$ cat src/rtl/qea_host_ctrl_if.sv
// Host-controller bundle: system command/stream ports plus the QEA ctx/state RAM ports.
// The controller takes the master view; the system side and QEA core take the slave view.
interface qea_host_ctrl_if #(
  parameter int unsigned PE_NUM                  = 4,
  parameter int unsigned MAX_QBIT_WIDTH          = 6,
  parameter int unsigned STATE_DATA_WIDTH        = 64,
  parameter int unsigned STATE_ADDR_WIDTH        = 16,
  parameter int unsigned GATE_CONTEXT_DATA_WIDTH = 64,
  parameter int unsigned GATE_CONTEXT_ADDR_WIDTH = 16
);
  localparam int unsigned SW = PE_NUM * STATE_DATA_WIDTH;

  logic                               i_cmd_start;
  logic [MAX_QBIT_WIDTH-1:0]          i_qbit_num;
  logic [GATE_CONTEXT_ADDR_WIDTH-1:0] i_ins_num;
  logic                               i_ctx_valid;
  logic                               o_ctx_ready;
  logic [GATE_CONTEXT_DATA_WIDTH-1:0] i_ctx_data;
  logic                               o_busy;
  logic                               o_done;
  logic                               o_err;
  logic [31:0]                        o_cycle_cnt;
  logic                               o_qea_start;
  logic [MAX_QBIT_WIDTH-1:0]          o_qea_qbit_num;
  logic                               o_qea_ctx_en;
  logic                               o_qea_ctx_wea;
  logic [GATE_CONTEXT_ADDR_WIDTH-1:0] o_qea_ctx_addr;
  logic [GATE_CONTEXT_DATA_WIDTH-1:0] o_qea_ctx_data;
  logic                               o_qea_state_ena;
  logic                               o_qea_state_wea;
  logic [STATE_ADDR_WIDTH-1:0]        o_qea_state_addra;
  logic [SW-1:0]                      o_qea_state_dina;
  logic                               i_qea_complete;
  logic [SW-1:0]                      i_qea_state_dout;
  logic                               o_amp_valid;
  logic                               i_amp_ready;
  logic [SW-1:0]                      o_amp_data;
  logic                               o_amp_last;

  modport master (
    input  i_cmd_start, i_qbit_num, i_ins_num, i_ctx_valid, i_ctx_data,
           i_qea_complete, i_qea_state_dout, i_amp_ready,
    output o_ctx_ready, o_busy, o_done, o_err, o_cycle_cnt, o_qea_start, o_qea_qbit_num,
           o_qea_ctx_en, o_qea_ctx_wea, o_qea_ctx_addr, o_qea_ctx_data,
           o_qea_state_ena, o_qea_state_wea, o_qea_state_addra, o_qea_state_dina,
           o_amp_valid, o_amp_data, o_amp_last
  );

  modport slave (
    output i_cmd_start, i_qbit_num, i_ins_num, i_ctx_valid, i_ctx_data,
           i_qea_complete, i_qea_state_dout, i_amp_ready,
    input  o_ctx_ready, o_busy, o_done, o_err, o_cycle_cnt, o_qea_start, o_qea_qbit_num,
           o_qea_ctx_en, o_qea_ctx_wea, o_qea_ctx_addr, o_qea_ctx_data,
           o_qea_state_ena, o_qea_state_wea, o_qea_state_addra, o_qea_state_dina,
           o_amp_valid, o_amp_data, o_amp_last
  );
endinterface

$ cat src/rtl/qea_host_ctrl.sv
// QEA job sequencer: loads gate context, seeds |0..0>, starts the core, times it,
// then streams the full state vector out over a valid/ready port.
module qea_host_ctrl #(
  parameter int unsigned PE_NUM_WIDTH            = 2,
  parameter int unsigned PE_NUM                  = 4,
  parameter int unsigned DATA_WIDTH              = 32,
  parameter int unsigned MAX_QBIT_WIDTH          = 6,
  parameter int unsigned STATE_DATA_WIDTH        = 64,
  parameter int unsigned STATE_ADDR_WIDTH        = 16,
  parameter int unsigned GATE_CONTEXT_DATA_WIDTH = 64,
  parameter int unsigned GATE_CONTEXT_ADDR_WIDTH = 16,
  parameter int unsigned NUM_FRAC_BIT            = 30,
  parameter int unsigned RD_LATENCY              = 1
) (
  input logic             clk,
  input logic             rst_n,
  qea_host_ctrl_if.master bus
);
  localparam int unsigned SW    = PE_NUM * STATE_DATA_WIDTH;
  localparam int unsigned NW    = STATE_ADDR_WIDTH + 1;
  localparam int unsigned LOW_W = (PE_NUM - 1) * STATE_DATA_WIDTH;
  localparam int unsigned LAT_W = $clog2(RD_LATENCY + 1);
  localparam int unsigned QW    = MAX_QBIT_WIDTH;
  localparam int unsigned SA    = STATE_ADDR_WIDTH;
  localparam int unsigned GA    = GATE_CONTEXT_ADDR_WIDTH;
  localparam int unsigned GD    = GATE_CONTEXT_DATA_WIDTH;

  localparam logic [DATA_WIDTH-1:0] FIX_ONE  = DATA_WIDTH'(1) << NUM_FRAC_BIT;
  // Top lane of word 0 carries amplitude 1.0 + 0i; everything else starts at zero.
  localparam logic [SW-1:0]         ONE_WORD = {FIX_ONE, DATA_WIDTH'(0), LOW_W'(0)};

  typedef enum logic [3:0] {
    IDLE, LOAD_CTX, INIT_STATE, START, RUN, READ_REQ, READ_WAIT, READ_HOLD, DONE
  } state_t;

  state_t            state_q, state_d;
  logic [GA-1:0]     ins_q, ins_d;
  logic [GA-1:0]     ctx_cnt_q, ctx_cnt_d;
  logic [SA-1:0]     last_q, last_d;
  logic [SA-1:0]     addr_q, addr_d;
  logic [LAT_W-1:0]  wait_q, wait_d;

  logic              busy_q, busy_d;
  logic              done_q, done_d;
  logic              err_q, err_d;
  logic [31:0]       cyc_q, cyc_d;
  logic              start_q, start_d;
  logic [QW-1:0]     qbit_q, qbit_d;
  logic              ctx_ready_q, ctx_ready_d;
  logic              ctx_en_q, ctx_en_d;
  logic [GA-1:0]     ctx_addr_q, ctx_addr_d;
  logic [GD-1:0]     ctx_data_q, ctx_data_d;
  logic              st_ena_q, st_ena_d;
  logic              st_wea_q, st_wea_d;
  logic [SA-1:0]     st_addr_q, st_addr_d;
  logic [SW-1:0]     st_din_q, st_din_d;
  logic              amp_valid_q, amp_valid_d;
  logic [SW-1:0]     amp_data_q, amp_data_d;
  logic              amp_last_q, amp_last_d;

  logic              bad_qbit;

  assign bad_qbit = (bus.i_qbit_num <= QW'(PE_NUM_WIDTH)) ||
                    (bus.i_qbit_num >  QW'(STATE_ADDR_WIDTH + PE_NUM_WIDTH));

  // Next state and next registered outputs.
  always_comb begin
    state_d     = state_q;
    ins_d       = ins_q;
    ctx_cnt_d   = ctx_cnt_q;
    last_d      = last_q;
    addr_d      = addr_q;
    wait_d      = wait_q;
    done_d      = 1'b0;
    err_d       = 1'b0;
    cyc_d       = cyc_q;
    start_d     = 1'b0;
    qbit_d      = qbit_q;
    ctx_ready_d = 1'b0;
    ctx_en_d    = 1'b0;
    ctx_addr_d  = '0;
    ctx_data_d  = '0;
    st_ena_d    = 1'b0;
    st_wea_d    = 1'b0;
    st_addr_d   = '0;
    st_din_d    = '0;
    amp_valid_d = 1'b0;
    amp_data_d  = amp_data_q;
    amp_last_d  = 1'b0;

    unique case (state_q)
      IDLE: begin
        if (bus.i_cmd_start) begin
          if (bad_qbit) begin
            err_d = 1'b1;
          end else begin
            qbit_d    = bus.i_qbit_num;
            ins_d     = bus.i_ins_num;
            last_d    = SA'((NW'(1) << (bus.i_qbit_num - QW'(PE_NUM_WIDTH))) - NW'(1));
            ctx_cnt_d = '0;
            addr_d    = '0;
            if (bus.i_ins_num != '0) begin
              ctx_ready_d = 1'b1;
              state_d     = LOAD_CTX;
            end else begin
              state_d = INIT_STATE;
            end
          end
        end
      end
      LOAD_CTX: begin
        ctx_ready_d = 1'b1;
        if (bus.i_ctx_valid && ctx_ready_q) begin
          ctx_en_d   = 1'b1;
          ctx_addr_d = ctx_cnt_q;
          ctx_data_d = bus.i_ctx_data;
          ctx_cnt_d  = ctx_cnt_q + GA'(1);
          if (ctx_cnt_q == ins_q - GA'(1)) begin
            ctx_ready_d = 1'b0;
            state_d     = INIT_STATE;
          end
        end
      end
      INIT_STATE: begin
        st_ena_d  = 1'b1;
        st_wea_d  = 1'b1;
        st_addr_d = addr_q;
        st_din_d  = (addr_q == '0) ? ONE_WORD : '0;
        if (addr_q == last_q) begin
          addr_d  = '0;
          state_d = START;
        end else begin
          addr_d = addr_q + SA'(1);
        end
      end
      START: begin
        start_d = 1'b1;
        cyc_d   = '0;
        state_d = RUN;
      end
      RUN: begin
        // The cycle that samples completion is itself counted.
        cyc_d = (cyc_q == '1) ? cyc_q : cyc_q + 32'd1;
        if (bus.i_qea_complete) state_d = READ_REQ;
      end
      READ_REQ: begin
        st_ena_d  = 1'b1;
        st_addr_d = addr_q;
        wait_d    = '0;
        state_d   = READ_WAIT;
      end
      READ_WAIT: begin
        // One extra cycle covers the registered read strobe before RAM latency starts.
        if (wait_q == LAT_W'(RD_LATENCY)) begin
          amp_valid_d = 1'b1;
          amp_data_d  = bus.i_qea_state_dout;
          amp_last_d  = (addr_q == last_q);
          state_d     = READ_HOLD;
        end else begin
          wait_d = wait_q + LAT_W'(1);
        end
      end
      READ_HOLD: begin
        if (amp_valid_q && bus.i_amp_ready) begin
          if (addr_q == last_q) begin
            state_d = DONE;
          end else begin
            addr_d  = addr_q + SA'(1);
            state_d = READ_REQ;
          end
        end else begin
          amp_valid_d = 1'b1;
          amp_last_d  = amp_last_q;
        end
      end
      DONE: begin
        done_d  = 1'b1;
        state_d = IDLE;
      end
      default: state_d = IDLE;
    endcase

    busy_d = (state_d != IDLE);
  end

  // State and output registers.
  always_ff @(posedge clk or negedge rst_n) begin
    if (!rst_n) begin
      state_q     <= IDLE;
      ins_q       <= '0;
      ctx_cnt_q   <= '0;
      last_q      <= '0;
      addr_q      <= '0;
      wait_q      <= '0;
      busy_q      <= 1'b0;
      done_q      <= 1'b0;
      err_q       <= 1'b0;
      cyc_q       <= '0;
      start_q     <= 1'b0;
      qbit_q      <= '0;
      ctx_ready_q <= 1'b0;
      ctx_en_q    <= 1'b0;
      ctx_addr_q  <= '0;
      ctx_data_q  <= '0;
      st_ena_q    <= 1'b0;
      st_wea_q    <= 1'b0;
      st_addr_q   <= '0;
      st_din_q    <= '0;
      amp_valid_q <= 1'b0;
      amp_data_q  <= '0;
      amp_last_q  <= 1'b0;
    end else begin
      state_q     <= state_d;
      ins_q       <= ins_d;
      ctx_cnt_q   <= ctx_cnt_d;
      last_q      <= last_d;
      addr_q      <= addr_d;
      wait_q      <= wait_d;
      busy_q      <= busy_d;
      done_q      <= done_d;
      err_q       <= err_d;
      cyc_q       <= cyc_d;
      start_q     <= start_d;
      qbit_q      <= qbit_d;
      ctx_ready_q <= ctx_ready_d;
      ctx_en_q    <= ctx_en_d;
      ctx_addr_q  <= ctx_addr_d;
      ctx_data_q  <= ctx_data_d;
      st_ena_q    <= st_ena_d;
      st_wea_q    <= st_wea_d;
      st_addr_q   <= st_addr_d;
      st_din_q    <= st_din_d;
      amp_valid_q <= amp_valid_d;
      amp_data_q  <= amp_data_d;
      amp_last_q  <= amp_last_d;
    end
  end

  assign bus.o_busy            = busy_q;
  assign bus.o_done            = done_q;
  assign bus.o_err             = err_q;
  assign bus.o_cycle_cnt       = cyc_q;
  assign bus.o_qea_start       = start_q;
  assign bus.o_qea_qbit_num    = qbit_q;
  assign bus.o_ctx_ready       = ctx_ready_q;
  assign bus.o_qea_ctx_en      = ctx_en_q;
  assign bus.o_qea_ctx_wea     = ctx_en_q;
  assign bus.o_qea_ctx_addr    = ctx_addr_q;
  assign bus.o_qea_ctx_data    = ctx_data_q;
  assign bus.o_qea_state_ena   = st_ena_q;
  assign bus.o_qea_state_wea   = st_wea_q;
  assign bus.o_qea_state_addra = st_addr_q;
  assign bus.o_qea_state_dina  = st_din_q;
  assign bus.o_amp_valid       = amp_valid_q;
  assign bus.o_amp_data        = amp_data_q;
  assign bus.o_amp_last        = amp_last_q;
endmodule

$ cat src/flat_wrapper.sv
// flat-port wrapper written by rule: the top's interface ports become plain ports
module qea_host_ctrl_flat 
#(
  parameter int unsigned PE_NUM_WIDTH            = 2,
  parameter int unsigned PE_NUM                  = 4,
  parameter int unsigned DATA_WIDTH              = 32,
  parameter int unsigned MAX_QBIT_WIDTH          = 6,
  parameter int unsigned STATE_DATA_WIDTH        = 64,
  parameter int unsigned STATE_ADDR_WIDTH        = 16,
  parameter int unsigned GATE_CONTEXT_DATA_WIDTH = 64,
  parameter int unsigned GATE_CONTEXT_ADDR_WIDTH = 16,
  parameter int unsigned NUM_FRAC_BIT            = 30,
  parameter int unsigned RD_LATENCY              = 1
)
  (clk, rst_n, bus_i_cmd_start, bus_i_qbit_num, bus_i_ins_num, bus_i_ctx_valid, bus_i_ctx_data, bus_i_qea_complete, bus_i_qea_state_dout, bus_i_amp_ready, bus_o_ctx_ready, bus_o_busy, bus_o_done, bus_o_err, bus_o_cycle_cnt, bus_o_qea_start, bus_o_qea_qbit_num, bus_o_qea_ctx_en, bus_o_qea_ctx_wea, bus_o_qea_ctx_addr, bus_o_qea_ctx_data, bus_o_qea_state_ena, bus_o_qea_state_wea, bus_o_qea_state_addra, bus_o_qea_state_dina, bus_o_amp_valid, bus_o_amp_data, bus_o_amp_last);
  qea_host_ctrl_if #(.PE_NUM(PE_NUM), .MAX_QBIT_WIDTH(MAX_QBIT_WIDTH), .STATE_DATA_WIDTH(STATE_DATA_WIDTH), .STATE_ADDR_WIDTH(STATE_ADDR_WIDTH), .GATE_CONTEXT_DATA_WIDTH(GATE_CONTEXT_DATA_WIDTH), .GATE_CONTEXT_ADDR_WIDTH(GATE_CONTEXT_ADDR_WIDTH)) bus_i ();
  input logic clk;
  input logic rst_n;
  input wire logic [$bits(bus_i.i_cmd_start)-1:0] bus_i_cmd_start;
  input wire logic [$bits(bus_i.i_qbit_num)-1:0] bus_i_qbit_num;
  input wire logic [$bits(bus_i.i_ins_num)-1:0] bus_i_ins_num;
  input wire logic [$bits(bus_i.i_ctx_valid)-1:0] bus_i_ctx_valid;
  input wire logic [$bits(bus_i.i_ctx_data)-1:0] bus_i_ctx_data;
  input wire logic [$bits(bus_i.i_qea_complete)-1:0] bus_i_qea_complete;
  input wire logic [$bits(bus_i.i_qea_state_dout)-1:0] bus_i_qea_state_dout;
  input wire logic [$bits(bus_i.i_amp_ready)-1:0] bus_i_amp_ready;
  output wire logic [$bits(bus_i.o_ctx_ready)-1:0] bus_o_ctx_ready;
  output wire logic [$bits(bus_i.o_busy)-1:0] bus_o_busy;
  output wire logic [$bits(bus_i.o_done)-1:0] bus_o_done;
  output wire logic [$bits(bus_i.o_err)-1:0] bus_o_err;
  output wire logic [$bits(bus_i.o_cycle_cnt)-1:0] bus_o_cycle_cnt;
  output wire logic [$bits(bus_i.o_qea_start)-1:0] bus_o_qea_start;
  output wire logic [$bits(bus_i.o_qea_qbit_num)-1:0] bus_o_qea_qbit_num;
  output wire logic [$bits(bus_i.o_qea_ctx_en)-1:0] bus_o_qea_ctx_en;
  output wire logic [$bits(bus_i.o_qea_ctx_wea)-1:0] bus_o_qea_ctx_wea;
  output wire logic [$bits(bus_i.o_qea_ctx_addr)-1:0] bus_o_qea_ctx_addr;
  output wire logic [$bits(bus_i.o_qea_ctx_data)-1:0] bus_o_qea_ctx_data;
  output wire logic [$bits(bus_i.o_qea_state_ena)-1:0] bus_o_qea_state_ena;
  output wire logic [$bits(bus_i.o_qea_state_wea)-1:0] bus_o_qea_state_wea;
  output wire logic [$bits(bus_i.o_qea_state_addra)-1:0] bus_o_qea_state_addra;
  output wire logic [$bits(bus_i.o_qea_state_dina)-1:0] bus_o_qea_state_dina;
  output wire logic [$bits(bus_i.o_amp_valid)-1:0] bus_o_amp_valid;
  output wire logic [$bits(bus_i.o_amp_data)-1:0] bus_o_amp_data;
  output wire logic [$bits(bus_i.o_amp_last)-1:0] bus_o_amp_last;
  assign bus_i.i_cmd_start = bus_i_cmd_start;
  assign bus_i.i_qbit_num = bus_i_qbit_num;
  assign bus_i.i_ins_num = bus_i_ins_num;
  assign bus_i.i_ctx_valid = bus_i_ctx_valid;
  assign bus_i.i_ctx_data = bus_i_ctx_data;
  assign bus_i.i_qea_complete = bus_i_qea_complete;
  assign bus_i.i_qea_state_dout = bus_i_qea_state_dout;
  assign bus_i.i_amp_ready = bus_i_amp_ready;
  assign bus_o_ctx_ready = bus_i.o_ctx_ready;
  assign bus_o_busy = bus_i.o_busy;
  assign bus_o_done = bus_i.o_done;
  assign bus_o_err = bus_i.o_err;
  assign bus_o_cycle_cnt = bus_i.o_cycle_cnt;
  assign bus_o_qea_start = bus_i.o_qea_start;
  assign bus_o_qea_qbit_num = bus_i.o_qea_qbit_num;
  assign bus_o_qea_ctx_en = bus_i.o_qea_ctx_en;
  assign bus_o_qea_ctx_wea = bus_i.o_qea_ctx_wea;
  assign bus_o_qea_ctx_addr = bus_i.o_qea_ctx_addr;
  assign bus_o_qea_ctx_data = bus_i.o_qea_ctx_data;
  assign bus_o_qea_state_ena = bus_i.o_qea_state_ena;
  assign bus_o_qea_state_wea = bus_i.o_qea_state_wea;
  assign bus_o_qea_state_addra = bus_i.o_qea_state_addra;
  assign bus_o_qea_state_dina = bus_i.o_qea_state_dina;
  assign bus_o_amp_valid = bus_i.o_amp_valid;
  assign bus_o_amp_data = bus_i.o_amp_data;
  assign bus_o_amp_last = bus_i.o_amp_last;
  qea_host_ctrl #(.PE_NUM_WIDTH(PE_NUM_WIDTH), .PE_NUM(PE_NUM), .DATA_WIDTH(DATA_WIDTH), .MAX_QBIT_WIDTH(MAX_QBIT_WIDTH), .STATE_DATA_WIDTH(STATE_DATA_WIDTH), .STATE_ADDR_WIDTH(STATE_ADDR_WIDTH), .GATE_CONTEXT_DATA_WIDTH(GATE_CONTEXT_DATA_WIDTH), .GATE_CONTEXT_ADDR_WIDTH(GATE_CONTEXT_ADDR_WIDTH), .NUM_FRAC_BIT(NUM_FRAC_BIT), .RD_LATENCY(RD_LATENCY)) u_core (.clk(clk), .rst_n(rst_n), .bus(bus_i));
endmodule
$ cat config.mk
export PLATFORM = sky130hd
export DESIGN_NAME = qea_host_ctrl_flat
export DESIGN_NICKNAME = d
export VERILOG_FILES = /design/src/rtl/qea_host_ctrl_if.sv /design/src/rtl/qea_host_ctrl.sv /design/src/flat_wrapper.sv
export SDC_FILE = /design/constraint.sdc
export NUM_CORES = 1
export LEC_CHECK = 0
export BUFFER_PORTS_ARGS = -buffer_cell sky130_fd_sc_hd__buf_2
export CAP_MARGIN = 20
export CORE_AREA = 2 2 393 395
export DETAILED_ROUTE_END_ITERATION = 10
export DIE_AREA = 0 0 395 397
export PLACE_DENSITY_LB_ADDON = 0.2
export SYNTH_ARGS = -nofsm -noshare
export SYNTH_HDL_FRONTEND = slang
export SYNTH_SLANG_ARGS = --single-unit
$ cat constraint.sdc
create_clock -name clk -period 6.3 [get_ports clk]
set_clock_uncertainty 0.2 [all_clocks]
set_input_delay 0.63 -clock clk [delete_from_list [all_inputs] [get_ports clk]]
set_output_delay 0.63 -clock clk [all_outputs]
set_load 0.01 [all_outputs]
Yosys cells after proc, flatten, opt, wreduce, memory -nomap -nowiden
Cells that the tools add are included.

$lt $le $gt $ge: 2. Equality and inequality tests: 17. Shift-type cells: 1. Add/sub/neg operators: 7. Reduce and logical (&&, ||, !) cells: 17. Muxes and demuxes: 51. Bitwise operators: 1.

Operators with widths (count): $mux 256 (1); $mux 255 (1); $mux 16 (9); $mux 64 (2); $pmux 32 s2 (1); $pmux 16 s3 (1); $mux 4 (9); $add 16x1->16 const B (2); $add 32x1->32 const B (1); $eq 16x16->1 (2); $eq 32x32->1 const B (1); $mux 32 (1); $pmux 16 s2 (1); $pmux 4 s8 (1); $mux 1 (19); $eq 4x3->1 const B (4); $logic_not 16->1 (1); $reduce_bool 16->1 (1); $shl 1x6->16 const A (1); $sub 16x1->16 const B (1); $sub 16x2->16 const B (1); $eq 4x2->1 const B (2); $ne 2x2->1 const B (4); $pmux 1 s2 (4); other kinds (20) (25).

Input bits: 348. Bits in registers: 725.

Logic depth before layout (Yosys ltp)
Gate-level depths: netlist of run 1.

Depth after elaboration: 6. Mapped depth: 15. Gate-level depth less buffers: 12.

Worst setup path after synthesis of run 1
Ideal clock, no wire load.

Path kind: input -> register. Start: in bus_i_qbit_num[1]. End: reg u_core.last_q[12]. Stages: 15. Data arrival time: 3.063 ns. Slack: 2.902 ns. Path through: clkbuf_1 > inv_1 > ha_1 > and3b_1 > a31oi_1 > clkbuf_1 > nor2_1 > nand4_1 > ha_1 > clkbuf_1 > o31a_1 > nor4_1 > a31oi_1 > a2bb2oi_1 > o21ai_0.

Word-level cells in the longest chain between the ends: 4. Elaborated cells between the ends (all ways): 8. Those cells by class: 2 x add/sub; 2 x order compare; 1 x shift; 1 x bitwise; 2 x reduce/logical.

Ends and longest elaborated chain: from (decl) (line flat_wrapper.sv:20) `input wire logic [$bits(bus_i.i_qbit_num)-1:0] bus_i_qbit_num;`; parallel branches: the longest is 4 deep, another holds $sub 16x2->16; to (signal assigned) (line qea_host_ctrl.sv:216) `last_q <= last_d;`; to (decl) (line qea_host_ctrl.sv:39) `logic [SA-1:0] last_q, last_d;`.

Parallel ways; which one is timed is not known. A chain may end at the register's enable or synchronous reset.

Worst setup path in the final report of run 1
Start: in bus_i_qbit_num[4]. End: reg u_core.last_q[12].

Same word-level chain as after synthesis.

==> results.md, run 1 <==
- Fraction of registers with async set/reset: 1.00
- Die Span X: 395 um
- Non-filler cells in the finished layout: 4951
- Total GRT Usage: 0.103
- TritonCTS clock tree: built
- Initial DRC Count: 708
- Longest Clk Path Bufs: 3
- Syn_area_per_cell: ~12 um2
- Mux share of post-synthesis cell area: 0.139
- Synth-to-layout area growth: 50.1%
- Max Fclk: 273 MHz
- Critical Path Fanout Max: 11
- Antenna Nets Post-Route: 0
- Static Leak: approximately 15 nW
- PortBufs: roughly 750
- Min-Delay Path Class: input port to register
- Synth Warn #: 0
- Kind of critical path: input port to register
- Vias post-DR: about 17000
- Clock transition at the registers of the reported paths: roughly 60 ps
- Worst-skew pair later-pin latency: around 630 ps
- Status: finished clean
- Cells after synthesis: roughly 1800
- Power density over cell area: 401 nW/um2
- Reg-to-reg slack, setup: approximately 2900 ps
- Worst-Margin Slew: 1030 ps
- DRC: 0
- Largest net degree at the start of global routing: 130
- Final nets: approximately 3200
- Worst hold slack: between 70 and 80 ps
- Cell area after synthesis: about 21000 um2
- DRT Pass-1 Iters: 4
- Crit path capture type: register
- Critical Path RT: 6580 ps
- Placed cell count: 4507
- I/O pin count: 1005
- Total wire length: 83.6 mm
- Starting density of the core: 0.138
- CTS Root Cell: clkbuf_16
- CORE AREA: approximately 150000 um2
- Clock Sink Count: 470
- Via density: roughly 3.3
- Post-Synth XOR/XNOR Area: 0.0303
- Relative slew margins: 0.306
- M3 GR Usage: 0.0306
- Peak VDD IR: around 0.34 mV
- Post-DP HPWL: between 60 and 70 mm
- Post-synthesis sequential area ratio: 0.557
- Row count: approximately 140
- Compound-cell area share of the yosys netlist: 0.0430
- Fin. Hold Viols: 0
- Wire length of the first global-routing pass: about 120 mm
- Most Crowded Layer GR: met2
- Die area: about 160000 um2
- Adder-cell share of the synthesized area: 0.00474
- Ys flop type: dfrtp_1
- Main combinational cell family by area after synthesis: multiplexers
- Gr ovfl total: 0
- GRT met1 Usage: 0.129
- Fin worst setup slack: 2640 ps
- Register bit total from synthesis: 470
- CTS Buf Count: 67
- Max Cap Viol: 0
- Max-slew violations: 0
- FF/Latch Area: approximately 12000 um2
- Routed len/inst: roughly 17 um
- Total power: 12.7 mW
- Layout fillers: 16770
- Gpl congestion: between 0.7 and 0.8
- Area of the multi-input gates: around 8000 um2
- EDFF count, synth: 0
- Met2 Usage GRT: 0.171
- Final Cycle Share: 0.581
- Critical Path Source Type: input port
- Final setup fails: 0
- Post-CTS Repair Setup Buffers: 0
- H-tree Lvls: 3
- Die Span Y: around 400 um
- Setup TNS: 0 ps
- Critical Path AT: about 3900 ps
- Layout cells sized above 1: 0.394
- Vias in the first global route: around 17000
- Place WS: between 2000 and 2500 ps
- Initial antenna violation count: 16
- RSZ-0062 raised after global routing: no
- Netlist cell types: a little under 70
- Fin crit period: 3660 ps
- Simple-gate area share of the yosys netlist: 0.116
[critical path: stages]
cell and delay (ps):
dlygate4sd3_1 530, buf_2 160, or3_1 370, a31oi_1 720, nor2_1 220, nand4_1 160, ha_1 380, o31a_1 260
nor4_1 70, a31oi_1 160, a2bb2oi_1 180, o21ai_0 90
[cell type report]
class                   count  area share
well taps                2044      0.0807
multi-input cells        1212       0.253
flip-flops and latches    470       0.371
clock inverters            25     0.00947
inverters                  20     0.00237
repair buffers           1081       0.224
diodes                      8    0.000632
clock buffers              91      0.0592
[path summary, 6_finish.rpt]
| kind | start | endpoint | depth (start not counted) |
|---|---|---|---|
| worst max-delay path | bus_i_qbit_num[4] | u_core.last_q[12] | 12 |
| worst min-delay path | bus_i_ctx_data[51] | u_core.bus.o_qea_ctx_data[51] | 2 |
| worst max register to register | u_core.ins_q[0] | u_core.bus.o_ctx_ready | 9 |
| worst min register to register | u_core.bus.o_qea_qbit_num[3] | u_core.bus.o_qea_qbit_num[3] | 2 |
| max in group asynchronous | rst_n | u_core.bus.o_amp_data[46] | 3 |
| min in group asynchronous | rst_n | u_core.addr_q[0] | 2 |
[layout by cell type, fill, tap and decap left out, drive strengths merged, types with 8 or more instances in the layout]
master	Yosys	layout
inv	20	24
and2	96	96
a21oi	41	41
clkbuf	50	91
buf	284	761
mux2	258	258
o31ai	8	8
and3	12	12
xor2	24	24
a31oi	12	12
o21ai	66	66
ha	8	8
nand2	123	123
conb	1	255
clkinv	0	15
nand2b	9	9
diode	0	8
xnor2	49	49
nand3	27	27
nor2	70	70
nor4	18	18
dlygate4sd3	0	320
nand4	18	18
dfrtp	470	470
nor3	34	34
or3	18	18
[routing by layer]
layer / routed length (um) / vias to the layer above
li1: - / 7704
met3: 5520 / 107
met5: 84 / -
met1: 35900 / 8096
met4: 1520 / 12
met2: 40600 / 602
[metrics by stage]
| stage | util | cell area (um2) |
|---|---|---|
| after floorplan | - | 22100 |
| after global placement | 0.172 | 26300 |
| after detailed placement | 0.172 | 26300 |
| after CTS | 0.207 | 31700 |
| after global routing | 0.207 | 31700 |
| final | 0.207 | 31700 |
[kinds of logic after synthesis]
family                     Yosys count
AOI/OAI and AO/OA                  153
xor gates and xnor gates            73
adders and majority gates            8
buffers and inverters              354
DFF                                470
muxes                              260
other                                1
and+or+nand+nor                    463
[report_power, final]
part | switching, mW | internal [mW]
clock network | 1.55 | 2.23
logic | 2.19 | 2.15
registers | 0.582 | 4.00
total | 4.33 | 8.39
[state kept, by name, indices dropped and copies added (netlist names)]
signal,cells
u_core.addr_q,16
u_core.bus.o_amp_data,256
u_core.bus.o_amp_last,1
u_core.bus.o_amp_valid,1
u_core.bus.o_busy,1
u_core.bus.o_ctx_ready,1
u_core.bus.o_cycle_cnt,32
u_core.bus.o_done,1
u_core.bus.o_err,1
u_core.bus.o_qea_ctx_addr,16
u_core.bus.o_qea_ctx_data,64
u_core.bus.o_qea_ctx_en,1
u_core.bus.o_qea_qbit_num,6
u_core.bus.o_qea_start,1
u_core.bus.o_qea_state_addra,16
u_core.bus.o_qea_state_dina,1
u_core.bus.o_qea_state_ena,1
u_core.bus.o_qea_state_wea,1
u_core.ctx_cnt_q,16
u_core.ins_q,16
u_core.last_q,16
u_core.state_q,4
u_core.wait_q,1
[cells in the mapped netlist, types with 7 or more instances]
master	count	area share
dfrtp_1	470	0.56
mux2_2	258	0.14
buf_4	256	0.091
nand2_1	123	0.022
and2_1	95	0.028
nor2_1	70	0.012
o21ai_0	66	0.016
clkbuf_1	50	0.0089
xnor2_1	49	0.020
a21oi_1	41	0.0097
nor3_1	34	0.0081
nand3_1	27	0.0064
xor2_1	24	0.010
buf_2	23	0.0055
inv_1	20	0.0036
or3_1	18	0.0053
nand4_1	17	0.0050
nor4_1	15	0.0044
a31oi_1	12	0.0036
and3_1	11	0.0033
nand2b_1	9	0.0027
ha_1	8	0.0047
o31ai_1	8	0.0028
nor2b_1	7	0.0021
[what timing repair did]
item	4_1_cts	5_1_grt
hold endpoints to repair	389	1
hold buffers	319	1
gates resized for setup	0	0
Power figures use the tool's default switching activity.
==> run 2: changes to the inputs <==
--- a/config.mk
+++ b/config.mk
@@ -7,9 +7,9 @@
 export LEC_CHECK = 0
 export BUFFER_PORTS_ARGS = -buffer_cell sky130_fd_sc_hd__buf_2
 export CAP_MARGIN = 20
-export CORE_AREA = 2 2 393 395
+export CORE_AREA = 2 2 386 388
 export DETAILED_ROUTE_END_ITERATION = 10
-export DIE_AREA = 0 0 395 397
+export DIE_AREA = 0 0 388 390
 export PLACE_DENSITY_LB_ADDON = 0.2
 export SYNTH_ARGS = -nofsm -noshare
 export SYNTH_HDL_FRONTEND = slang
==> constraint.sdc (replaced) <==
create_clock -name clk -period 3.5 [get_ports clk]
set_clock_uncertainty 0.2 [all_clocks]
set_input_delay 0.35 -clock clk [delete_from_list [all_inputs] [get_ports clk]]
set_output_delay 0.35 -clock clk [all_outputs]
set_load 0.01 [all_outputs]
==> results.md, run 2 (synthesis results as in run 1) <==
- RR Startpoint: u_core.ins_q[0]
- Relative slew margins: 0.299 (-0.00668)
- Commonest cells after routing, fill and taps aside: buf_2, dfrtp_1, dlygate4sd3_1
- Peak VDD IR: 0.359 mV (+6.3%)
- Clock transition at the registers of the reported paths: 60 ps (about the same)
- Hold-fix buffers, CTS: 347 (+8.8%)
- Via density: 3.41 (+2.2%)
- I/O pin count: 1005 (unchanged)
- Critical Path AT: 3370 ps (-570 ps)
- Total wire length: 83.5 mm (-0.18%)
- Initial antenna violation count: 6 (-10)
- Longest Clk Path Bufs: 3 (unchanged)
- WL met3: 5.45 mm (-1.1%)
- RR Endpoint: u_core.bus.o_ctx_ready
- Routed len/inst: 17.1 um (+0.94%)
- Layout fillers: 16084 (-4.1%)
- Die Span Y: 390 um (-1.8%)
- Antenna Nets Post-Route: 0 (unchanged)
- Post-DP HPWL: 64.0 mm (+2.3%)
- Worst-skew pair later-pin latency: 660 ps (+30 ps)
- Crit-path slowest cell: a2111oi_2
- Die Span X: 388 um (-1.8%)
- Number of flip-flops in the largest register: 256 (unchanged)
- Final setup fails: 0 (unchanged)
- Post-CTS Repair Setup Buffers: 0 (unchanged)
- DRC: 0 (unchanged)
- PortBufs: 749 (unchanged)
- Setup TNS: 0 ps (unchanged)
- Fin crit period: just over 3000 ps
- Final Cycle Share: 0.870
- Max Used Layer: met5
- TritonCTS clock tree: built
- Min-Delay Path Class: input port to async pin
- Die area: 151000 um2 (-3.5%)
- Cts repair resizes: 0 (unchanged)
- Vias in the first global route: 17319 (+2.8%)
- Final nets: 3269 (+1.9%)
- Vias post-DR: 16693 (+1.0%)
- Initial DRC Count: 616 (-13%)
- Crit path capture type: register
- Synth-to-layout area growth: 52.0%
- Layout cells sized above 1: 0.398 (+0.00323)
- Commonest non-fill, non-tap cell in the layout: buf_2
- RSZ-0062 raised after global routing: no
- CP peak stage delay: 450 ps (-270 ps)
- Reg-to-reg slack, setup: 450 ps (-2460 ps)
- Starting density of the core: 0.144 (+0.00547)
- Area of the multi-input gates: 8010 um2 (unchanged)
- Critical Path Fanout Max: 10 (-1)
- Cell chain of the critical path: inv_1 -> ha_1 -> nor2b_1 -> nand2_1 -> or4_1 -> xnor2_1 -> nand4_1 -> a2111oi_2 -> o21ai_0
- Max-slew violations: 0 (unchanged)
- CTS Root Cell: clkbuf_16
- Largest net degree at the start of global routing: 74 (-43%)
- Critical Path Source Type: register
- Clock Sink Count: 470 (unchanged)
- Static Leak: 15.2 nW (+1.9%)
- Routed wl met2: 40.8 mm (+0.51%)
- CTS Buf Count: 59 (-12%)
- Dpl cell area: 26600 um2 (+1.0%)
- Total GRT Usage: 0.105 (+0.00293)
- Wire length of the first global-routing pass: 120 mm (+0.63%)
- Fin area: 32100 um2 (+1.2%)
- Max Fclk: about 330 MHz
- Power density over cell area: 710 nW/um2 (+77%)
- Gpl congestion: 0.759 (-0.88%)
- Met1 WL: 34.9 mm (-2.9%)
- Row count: 141 (-2.1%)
- H-tree Lvls: 2 (-1)
- Fin. Hold Viols: 0 (unchanged)
- Worst-Margin Slew: 1050 ps (+20.6 ps)
- R2R cell count: 9 (unchanged)
- Kind of critical path: register to register
- FF/Latch Area: 11800 um2 (unchanged)
- Max Cap Viol: 0 (unchanged)
- CORE AREA: 147000 um2 (-3.8%)
- Status: finished clean
- DRT Pass-1 Iters: 5 (+1)
- Critical Path RT: 3830 ps (-2750 ps)
- Gr ovfl total: 0 (unchanged)
run 2: cell types whose count changed in the layout (fill, tap and decap cells not counted), moves of 3 or more:
cell,delta
diode_2,-3
clkinv_8,-3
bufinv_16,+3
dlygate4sd3_1,+27
clkbuf_8,+4
buf_12,+8
clkbuf_16,-9
buf_4,+34
run 2: how the worst max path moves through the flow:
stage,from,endpoint,slack [ps],cells after the start
final,u_core.ins_q[0],u_core.bus.o_ctx_ready,450,9
after global routing,u_core.ins_q[0],u_core.bus.o_ctx_ready,110,9
after CTS,u_core.ins_q[0],u_core.bus.o_ctx_ready,380,9
after detailed placement,u_core.ins_q[0],u_core.state_q[0],390,9
after global placement,u_core.ins_q[0],u_core.state_q[0],400,9
after floorplan,bus_i_qbit_num[1],u_core.last_q[12],380,15
run 2: layer usage:
layer / vias up / global-route usage
met5: - / 0
met1: 8168 / 0.128
met3: 97 / 0.0292
met4: 4 / 0.0316
li1: 7835 / -
met2: 589 / 0.181
run 2: stage by stage:
stage	utilization	cells	worst slack (ps)	hold slack [ps]	total power [mW]
global route	0.218	4891	110	85.7	24.2
floorplan	-	2036	382	-146	13.0
finish	0.218	4896	454	85.6	22.8
CTS	0.218	4891	382	0.516	23.3
detailed placement	0.181	4435	389	220	16.3
global placement	0.181	4435	405	212	16.3
run 2: critical path, delay by kind of cell, from the launching register on:
family                   cells  cell delay [ps]
flip-flops                   1              430
AND/OR/NAND/NOR              4             1100
buffers and inverters        1              100
XOR/XNOR                     1              150
adder cells (fa/ha/maj)      1              340
AO/OA/AOI/OAI                2              580
run 2: final cells by class:
| class | count | share of cell area |
|---|---|---|
| antenna | 5 | 0.000390 |
| tap | 1930 | 0.0753 |
| clock buffer | 87 | 0.0533 |
| clock inverter | 22 | 0.00987 |
| sequential | 470 | 0.367 |
| multi-input combinational | 1212 | 0.250 |
| inverter | 20 | 0.00234 |
| timing repair buffer | 1150 | 0.243 |
run 2: power breakdown:
group,switching (mW),internal [mW],total (mW)
sequential,1.07,7.21,8.28
clock,2.60,3.83,6.43
combinational,4.03,4.05,8.08
==> run 3: changes to the inputs <==
==> constraint.sdc (replaced) <==
create_clock -name clk -period 3.3 [get_ports clk]
set_clock_uncertainty 0.2 [all_clocks]
set_input_delay 0.165 -clock clk [delete_from_list [all_inputs] [get_ports clk]]
set_output_delay 0.165 -clock clk [all_outputs]
set_load 0.01 [all_outputs]
==> results.md, run 3 (synthesis results as in run 1) <==
- Fin crit period: 2960 ps (-87.8 ps)
- Post-DP HPWL: 63.3 mm (-1.1%)
- Switching share of total power: 0.339 (+0.00163)
- Static Leak: 15.3 nW (+0.68%)
- Total power: 23.9 mW (+5.0%)
- Layout cells sized above 1: 0.397 (-0.000649)
- Wire length of the first global-routing pass: 120 mm (about the same)
- RSZ-0062 raised after global routing: no
- Clock transition at the registers of the reported paths: 60 ps (about the same)
- Post-CTS Repair Setup Buffers: 0 (unchanged)
- Largest net degree at the start of global routing: 68 (-8.1%)
- Relative slew margins: 0.483 (+0.184)
- Total GRT Usage: 0.105 (about the same)
- I/O pin count: 1005 (unchanged)
- Worst-skew pair later-pin latency: 650 ps (about the same)
- Cell chain of the critical path: inv_1 -> ha_1 -> nor2b_1 -> nand2_1 -> or4_1 -> xnor2_1 -> nand4_1 -> a2111oi_4 -> o21ai_0
- Crit-path slowest cell: or4_1
- Peak VDD IR: 0.462 mV (+29%)
- Sequential Power Share: 0.366 (+0.003)
- Max-slew violations: 0 (unchanged)
- Power density over cell area: 741 nW/um2 (+4.3%)
- Fin. Hold Viols: 0 (unchanged)
- Area of the multi-input gates: 8020 um2 (+0.16%)
- CTS Root Cell: clkbuf_16
- H-tree Lvls: 2 (unchanged)
- Min-Delay Path Class: input port to register
- Final setup fails: 0 (unchanged)
- CP peak stage delay: 450 ps (about the same)
- Final Cycle Share: 0.897 (+0.0261)
- Starting density of the core: 0.144 (unchanged)
- PortBufs: 749 (unchanged)
- Synth-to-layout area growth: 52.9%
- Max Fclk: 338 MHz (+3.0%)
- Final nets: 3295 (+0.80%)
- Critical Path Fanout Max: 6 (-4)
- Worst-Margin Slew: 775 ps (-272 ps)
- Commonest cells after routing, fill and taps aside: buf_2, dfrtp_1, dlygate4sd3_1
- Critical Path RT: 3620 ps (-210 ps)
- CTS Buf Count: 61 (+3.4%)
- Gr ovfl total: 0 (unchanged)
- Kind of critical path: register to register
- Clock Sink Count: 470 (unchanged)
- Critical Path Source Type: register
- Die area: 151000 um2 (unchanged)
- Layout fillers: 16065 (-0.12%)
- DRT Pass-1 Iters: 5 (unchanged)
- Number of flip-flops in the largest register: 256 (unchanged)
- Via density: 3.39 (-0.47%)
- TritonCTS clock tree: built
- Initial antenna violation count: 9 (+3)
- Total wire length: 83.3 mm (-0.18%)
- Longest Clk Path Bufs: 3 (unchanged)
- Gate power share: 0.359 (+0.004)
- Initial DRC Count: 658 (+6.8%)
- Max Cap Viol: 0 (unchanged)
- Crit path capture type: register
- Vias in the first global route: 17438 (+0.69%)
- Critical Path AT: 3280 ps (-90 ps)
- CORE AREA: 147000 um2 (unchanged)
- Vias post-DR: 16709 (+0.096%)
- Routed len/inst: 16.9 um (-0.75%)
- Status: finished clean
- Row count: 141 (unchanged)
- Gpl congestion: 0.792 (+4.4%)
- Die Span Y: 390 um (unchanged)
- Clock power share: 0.275 (-0.007)
- Die Span X: 388 um (unchanged)
- Setup TNS: 0 ps (unchanged)
- FF/Latch Area: 11800 um2 (unchanged)
- Psw: 8.12 mW (+5.5%)
- Antenna Nets Post-Route: 0 (unchanged)
- DRC: 0 (unchanged)
- Commonest non-fill, non-tap cell in the layout: buf_2
- Int Pwr: 15.8 mW (+4.7%)
## run 3: path summary, 6_finish.rpt
path                                              start                             to  slack, ps  depth (start not counted)
min in group asynchronous                         rst_n     u_core.bus.o_cycle_cnt[27]        510                          3
hold reg to reg            u_core.bus.o_qea_qbit_num[0]   u_core.bus.o_qea_qbit_num[0]        270                          2
setup reg to reg                        u_core.ins_q[0]         u_core.bus.o_ctx_ready        340                          9
max in group asynchronous                         rst_n     u_core.bus.o_amp_data[109]       1630                          4
hold / removal                       bus_i_ctx_data[26]  u_core.bus.o_qea_ctx_data[26]         70                          3
setup / recovery                        u_core.ins_q[0]         u_core.bus.o_ctx_ready        340                          9
## run 3: cell type report
class,instances,share of cell area
Antenna cell,8,0.000620
Clock buffer,90,0.0557
Clock inverter,20,0.00535
Inverter,20,0.00233
Multi-Input combinational cell,1212,0.248
Sequential cell,470,0.364
Tap cell,1930,0.0748
Timing Repair Buffer,1174,0.249
## run 3: power by group through the flow
stage	sequential (mW)	clock [mW]	combinational [mW]
finish	8.77	6.58	8.58
global route	9.02	7.11	9.34
global placement	8.85	0	8.40
detailed placement	8.88	0	8.38
floorplan	9.46	0	4.28
CTS	8.79	6.90	8.76
## run 3: critical path: cells and delay by family, from the launching register on
kind / cells / cell delay [ps]
buffers and inverters: 1 / 90
adder cells (fa/ha/maj): 1 / 170
XOR/XNOR: 1 / 180
flip-flops: 1 / 440
AND/OR/NAND/NOR: 4 / 1180
AO/OA/AOI/OAI: 2 / 580
## run 3: metrics by stage
step	hold WS [ps]	util	cell area (um2)	instances	setup slack, ps
finish	73.0	0.219	32300	4924	341
detailed placement	116	0.181	26600	4439	203
global placement	118	0.181	26600	4439	240
global route	18.3	0.219	32300	4919	126
floorplan	-331	-	22100	2036	367
CTS	0.711	0.219	32200	4915	184
## run 3: layer usage
layer,vias to the layer above,routed length [um],track usage
li1,7888,-,-
met1,8119,34400,0.127
met2,575,41000,0.182
met3,123,5400,0.0287
met4,4,2510,0.0340
met5,-,30,0
## run 3: repair_timing
item,CTS,global route
gates resized for setup,0,1
hold endpoints to repair,738,0
setup endpoints to repair,0,2
hold buffers,366,0
